$ cat config.mk
export PLATFORM = sky130hd
export DESIGN_NAME = spi_word_target
export DESIGN_NICKNAME = d
export VERILOG_FILES = /design/src/rtl/spi_word_target.sv
export SDC_FILE = /design/constraint.sdc
export NUM_CORES = 1
export LEC_CHECK = 0
export ABC_AREA = 1
export BUFFER_PORTS_ARGS = -buffer_cell sky130_fd_sc_hd__buf_2
export CAP_MARGIN = 30
export CORE_ASPECT_RATIO = 0.8
export CORE_MARGIN = 1.5
export CORE_UTILIZATION = 60
export DETAILED_ROUTE_END_ITERATION = 8
export PLACE_DENSITY = 0.84
export SLEW_MARGIN = 20
export SYNTH_ARGS = -nofsm -noshare
export SYNTH_HDL_FRONTEND = slang
export SYNTH_SLANG_ARGS = --single-unit
$ cat constraint.sdc
create_clock -name clk -period 2.9 [get_ports clk]
set_input_delay 0.58 -clock clk [delete_from_list [all_inputs] [get_ports clk]]
set_output_delay 0.58 -clock clk [all_outputs]
set_load 0.05 [all_outputs]
$ cat src/rtl/spi_word_target.sv
// SPI mode-0 target for 8-bit command / 16-bit address / 16-bit data frames,
// bridged to a single-cycle word-memory port. SPI pins are oversampled on clk.
module spi_word_target #(
  parameter int         SYNC_STAGES = 2,
  parameter logic [6:0] CMD_PREFIX  = 7'b0000001
) (
  input  logic        clk,
  input  logic        rst,
  input  logic        spi_cs_n,
  input  logic        spi_clk,
  input  logic        spi_mosi,
  output logic        spi_miso,
  output logic [15:0] mem_addr,
  output logic        mem_rd,
  input  logic [15:0] mem_rdata,
  output logic        mem_wr,
  output logic [15:0] mem_wdata,
  output logic        busy,
  output logic        cmd_err
);

  localparam logic [2:0] S_IDLE   = 3'd0;
  localparam logic [2:0] S_CMD    = 3'd1;
  localparam logic [2:0] S_ADDR   = 3'd2;
  localparam logic [2:0] S_RFETCH = 3'd3;
  localparam logic [2:0] S_RDATA  = 3'd4;
  localparam logic [2:0] S_WDATA  = 3'd5;
  localparam logic [2:0] S_IGNORE = 3'd6;

  logic [SYNC_STAGES-1:0] cs_sync_q, cs_sync_d, sclk_sync_q, sclk_sync_d;
  logic [SYNC_STAGES-1:0] mosi_sync_q, mosi_sync_d, fill_q, fill_d;
  logic        cs_n_d_q, sclk_d_q, armed_q, armed_d;
  logic [2:0]  state_q, state_d;
  logic [4:0]  cnt_q, cnt_d;
  logic [15:0] shreg_q, shreg_d, addr_q, addr_d, wdata_q, wdata_d;
  logic        rnw_q, rnw_d, miso_q, miso_d, rd_q, rd_d, wr_q, wr_d, err_q, err_d;
  logic        cs_n, sclk, mosi, rise, fall, cs_start, cs_end;

  assign cs_n = cs_sync_q[SYNC_STAGES-1];
  assign sclk = sclk_sync_q[SYNC_STAGES-1];
  assign mosi = mosi_sync_q[SYNC_STAGES-1];

  assign rise     = sclk & ~sclk_d_q;
  assign fall     = ~sclk & sclk_d_q;
  assign cs_start = armed_q & cs_n_d_q & ~cs_n;
  assign cs_end   = ~cs_n_d_q & cs_n;

  // fill marks when the synchroniser holds real pin samples rather than reset
  // values; a frame may only start after CS has genuinely been seen high.
  always_comb begin
    cs_sync_d   = {cs_sync_q[SYNC_STAGES-2:0], spi_cs_n};
    sclk_sync_d = {sclk_sync_q[SYNC_STAGES-2:0], spi_clk};
    mosi_sync_d = {mosi_sync_q[SYNC_STAGES-2:0], spi_mosi};
    fill_d      = {fill_q[SYNC_STAGES-2:0], 1'b1};
    armed_d     = armed_q | (fill_q[SYNC_STAGES-1] & cs_n);
  end

  always_comb begin
    state_d = state_q;
    cnt_d   = cnt_q;
    shreg_d = shreg_q;
    addr_d  = addr_q;
    wdata_d = wdata_q;
    rnw_d   = rnw_q;
    miso_d  = 1'b0;
    rd_d    = 1'b0;
    wr_d    = 1'b0;
    err_d   = 1'b0;
    case (state_q)
      S_IDLE: if (cs_start) begin
        state_d = S_CMD;
        cnt_d   = '0;
      end
      S_CMD: if (rise) begin
        shreg_d = {shreg_q[14:0], mosi};
        cnt_d   = cnt_q + 5'd1;
        if (cnt_q == 5'd7) begin
          cnt_d = '0;
          if (shreg_q[6:0] == CMD_PREFIX) begin
            rnw_d   = mosi;
            state_d = S_ADDR;
          end else begin
            err_d   = 1'b1;
            state_d = S_IGNORE;
          end
        end
      end
      S_ADDR: if (rise) begin
        addr_d[cnt_q[3:0]] = mosi;
        cnt_d = cnt_q + 5'd1;
        if (cnt_q == 5'd15) begin
          cnt_d   = '0;
          state_d = rnw_q ? S_RFETCH : S_WDATA;
          rd_d    = rnw_q;
        end
      end
      // cnt 0: strobe cycle; cnt 1: memory data is valid
      S_RFETCH: if (cnt_q == 5'd0) begin
        cnt_d = 5'd1;
      end else begin
        shreg_d = mem_rdata;
        cnt_d   = '0;
        state_d = S_RDATA;
      end
      S_RDATA: begin
        miso_d = miso_q;
        if (fall) begin
          miso_d  = shreg_q[0];
          shreg_d = {1'b0, shreg_q[15:1]};
          if (cnt_q != 5'd16) cnt_d = cnt_q + 5'd1;
        end
      end
      S_WDATA: if (cnt_q == 5'd16) begin
        cnt_d   = '0;
        state_d = S_IGNORE;
      end else if (rise) begin
        shreg_d = {mosi, shreg_q[15:1]};
        cnt_d   = cnt_q + 5'd1;
        if (cnt_q == 5'd15) begin
          wdata_d = {mosi, shreg_q[15:1]};
          wr_d    = 1'b1;
        end
      end
      S_IGNORE: ;
      default: begin
        state_d = S_IDLE;
        cnt_d   = '0;
      end
    endcase
    if (cs_end) begin
      state_d = S_IDLE;
      cnt_d   = '0;
      miso_d  = 1'b0;
      rd_d    = 1'b0;
      wr_d    = 1'b0;
      err_d   = 1'b0;
    end
  end

  always_ff @(posedge clk) begin
    if (rst) begin
      cs_sync_q   <= '1;
      sclk_sync_q <= '0;
      mosi_sync_q <= '0;
      fill_q      <= '0;
      armed_q     <= 1'b0;
      cs_n_d_q    <= 1'b1;
      sclk_d_q    <= 1'b0;
      state_q     <= S_IDLE;
      cnt_q       <= '0;
      shreg_q     <= '0;
      addr_q      <= '0;
      wdata_q     <= '0;
      rnw_q       <= 1'b0;
      miso_q      <= 1'b0;
      rd_q        <= 1'b0;
      wr_q        <= 1'b0;
      err_q       <= 1'b0;
    end else begin
      cs_sync_q   <= cs_sync_d;
      sclk_sync_q <= sclk_sync_d;
      mosi_sync_q <= mosi_sync_d;
      fill_q      <= fill_d;
      armed_q     <= armed_d;
      cs_n_d_q    <= cs_n;
      sclk_d_q    <= sclk;
      state_q     <= state_d;
      cnt_q       <= cnt_d;
      shreg_q     <= shreg_d;
      addr_q      <= addr_d;
      wdata_q     <= wdata_d;
      rnw_q       <= rnw_d;
      miso_q      <= miso_d;
      rd_q        <= rd_d;
      wr_q        <= wr_d;
      err_q       <= err_d;
    end
  end

  assign spi_miso  = miso_q;
  assign mem_addr  = addr_q;
  assign mem_rd    = rd_q;
  assign mem_wr    = wr_q;
  assign mem_wdata = wdata_q;
  assign cmd_err   = err_q;
  assign busy      = (state_q != S_IDLE);

endmodule

==> results_dict.tcl <==
set metrics [dict create \
    grt_util_all_layers 0.298 \
    final_layout_size_suffix_gt1_frac 0.179 \
    power_frac_comb 0.247 \
    place.gp.congestion 0.902 \
    portBuffers 57 \
    max_freq_mhz 426 \
    vias 3451 \
    wl_per_cell_um 13.9 \
    drv_cap 0 \
    maxSlewHeadroom 0.551 \
    final_common_cell "nor2_1" \
    setup_viol 0 \
    drt_wl_total_um 8810 \
    hold_viol_final 0 \
    status "finished, final reports clean" \
    path_max_fanout 17 \
    cts-resized-gates 0 \
    path_class "reg -> reg" \
    rows 24 \
    grt_max_degree 33 \
    core_area_um2 5500 \
    holdPathStages 2 \
    drv_slew 0 \
    fin_crit_sh 0.809 \
    finalPower_uw 2620 \
    cts_tree "built" \
    dp_hpwl_um 6090 \
    grt.overflow.total 0 \
    antenna_found_initial 0 \
    layout.area.seq_um2 1440 \
    ir_drop_v 0.000387 \
    internal_power_uw 1700 \
    root_buffer "clkbuf_8" \
    cts_num_sinks 72 \
    worst-r2r-cell-count 9 \
    fill_cells 468 \
    clock_path_buffers 2 \
    area_growth_pct 15.0 \
    final_cell_mix "74 x nor2_1, 72 x nand2_1, 72 x dfxtp_1, 67 x inv_1" \
    drcViolationCount 0 \
    multiInputGateArea_um2 1610 \
    dieHeight_um 70.7 \
    grt_pass1_wl_um 14400 \
    clk_pin_slew_ps 80 \
    worst_slew_pin_slew_ps 673 \
    fin_crit_ps 2350 \
    rsz0062_at_grt "false" \
    cts_made_buffers 9 \
    grt_pass1_vias 3170 \
    synth_fp_nets 523 \
    synth_seq_cells 72 \
    drtIter0Drc 268 \
    synth_cell_types 32 \
    synth_warnings 0 \
    cts_max_level 3 \
    endpoint_kind "flip-flop" \
    dp.cells 616 \
    viasPerCell 5.46 \
    dieArea_um2 6200 \
    synth-seq-area-share 0.419 \
    syn_inst 497 \
    p_leak_uw 0.00187 \
    cp_data_required_time_ps 3200 \
    netlist_area_um2 3440 \
    tns_ps 0 \
    final_antenna_net_count 0 \
    p_clk_frac 0.325 \
    ios 58 \
    fin_nets 575 \
    postCtsSetupBuffers 0 \
    firstDrtPassIters 6 \
    pwr-share-seq 0.427 \
    diodes 0 \
    start_util 0.626 \
    clock_skew_ps 9.80 \
    hold_path_class "in -> reg" \
    layout.cells.non_filler 632 \
    power.density_nw_per_um2 661 \
    critical_path_arrival_ps 2640 \
    die_w_um 87.7 \
    clk_latency_ps 360 \
    start_kind "flip-flop" \
    synth_area_per_cell_um2 6.92 \
    p_sw_uw 920 \
    swShare 0.352 \
    ctsHoldBuffers 0 \
]
[metrics by stage]
| step | setup WS (ps) | util | cell area [µm²] | hold slack, ps |
|---|---|---|---|---|
| global route | 380 | 0.720 | 3960 | 405 |
| finish | 554 | 0.720 | 3960 | 403 |
| floorplan | 1170 | - | 3440 | 388 |
| CTS | 594 | 0.720 | 3960 | 396 |
| detailed placement | 646 | 0.682 | 3750 | 395 |
| global placement | 760 | 0.682 | 3750 | 390 |
[worst max-delay path, stage by stage (launching register included)]
cell and delay, ps:
dfxtp_1 430, inv_1 150, ha_1 250, nand3_1 210, nor2_1 110, nor3_4 110, buf_4 220, and2_1 590
nor2_1 110, nor2_1 100
[worst paths after layout]
kind / from / slack (ps) / to
setup / recovery: cnt_q[0] / 550 / shreg_q[12]
hold / removal: spi_cs_n / 400 / cs_sync_q[0]
setup reg to reg: cnt_q[0] / 550 / shreg_q[12]
hold reg to reg: sclk_sync_q[0] / 410 / sclk_sync_q[1]
[power by group through the flow]
stage                     combinational, µW  clock (µW)  sequential, µW
after floorplan                         538           0            1110
after global placement                  610           0            1130
after detailed placement                623           0            1140
after CTS                               635         862            1110
after global routing                    719         898            1130
final                                   647         851            1120
[state kept, by name (all words and copies together) (netlist names)]
| signal | flops |
|---|---|
| mem_wdata | 16 |
| cmd_err | 1 |
| armed_q | 1 |
| cnt_q | 5 |
| cs_sync_q | 2 |
| rnw_q | 1 |
| shreg_q | 16 |
| sclk_d_q | 1 |
| mem_wr | 1 |
| state_q | 3 |
| mosi_sync_q | 2 |
| spi_miso | 1 |
| cs_n_d_q | 1 |
| fill_q | 2 |
| mem_addr | 16 |
| mem_rd | 1 |
| sclk_sync_q | 2 |
[final cells by class]
cell class	instances	area share
multi-input combinational	331	0.406
tap	78	0.0247
sequential	72	0.364
clock buffer	10	0.0348
inverter	73	0.0699
clock inverter	6	0.0183
timing repair buffer	62	0.0816
[layer usage]
metal | share of wire | vias to the layer above | GRT usage | routed length, µm
met4 | 0.012 | 0 | 0.104 | 109
met3 | 0.098 | 15 | 0.0782 | 861
li1 | - | 1711 | - | -
met1 | 0.46 | 1554 | 0.422 | 4020
met2 | 0.43 | 171 | 0.442 | 3820
met5 | 0 | - | 0 | 0
[logic make-up after synthesis]
| family | Yosys count | synth area share |
|---|---|---|
| DFF | 72 | 0.419 |
| AOI/OAI and AO/OA | 108 | 0.168 |
| buffers and inverters | 94 | 0.114 |
| xor gates and xnor gates | 1 | 0.00255 |
| adders and majority gates | 5 | 0.0182 |
| and+or+nand+nor | 217 | 0.278 |
[synth_stat cells]
cell | number | area share
a211oi_1 | 2 | 0.0044
a21oi_1 | 57 | 0.083
a21oi_4 | 1 | 0.0047
and2_1 | 1 | 0.0018
buf_1 | 1 | 0.0011
buf_2 | 5 | 0.0073
buf_4 | 2 | 0.0044
buf_6 | 3 | 0.0098
clkbuf_1 | 10 | 0.011
clkinv_1 | 1 | 0.0011
dfxtp_1 | 72 | 0.42
ha_1 | 5 | 0.018
inv_1 | 67 | 0.073
inv_2 | 4 | 0.0044
inv_4 | 1 | 0.0018
nand2_1 | 72 | 0.079
nand2_2 | 3 | 0.0055
nand2_4 | 1 | 0.0033
nand3_1 | 39 | 0.057
nand3_2 | 2 | 0.0058
nand4_1 | 4 | 0.0073
nor2_1 | 74 | 0.081
nor2_2 | 5 | 0.0091
nor2_4 | 1 | 0.0033
nor3_1 | 11 | 0.016
nor3_4 | 1 | 0.0047
nor4_1 | 1 | 0.0018
o21a_1 | 1 | 0.0022
o21ai_0 | 31 | 0.045
o22ai_1 | 16 | 0.029
or2_2 | 2 | 0.0036
xnor2_1 | 1 | 0.0025
Power figures use the tool's default switching activity.
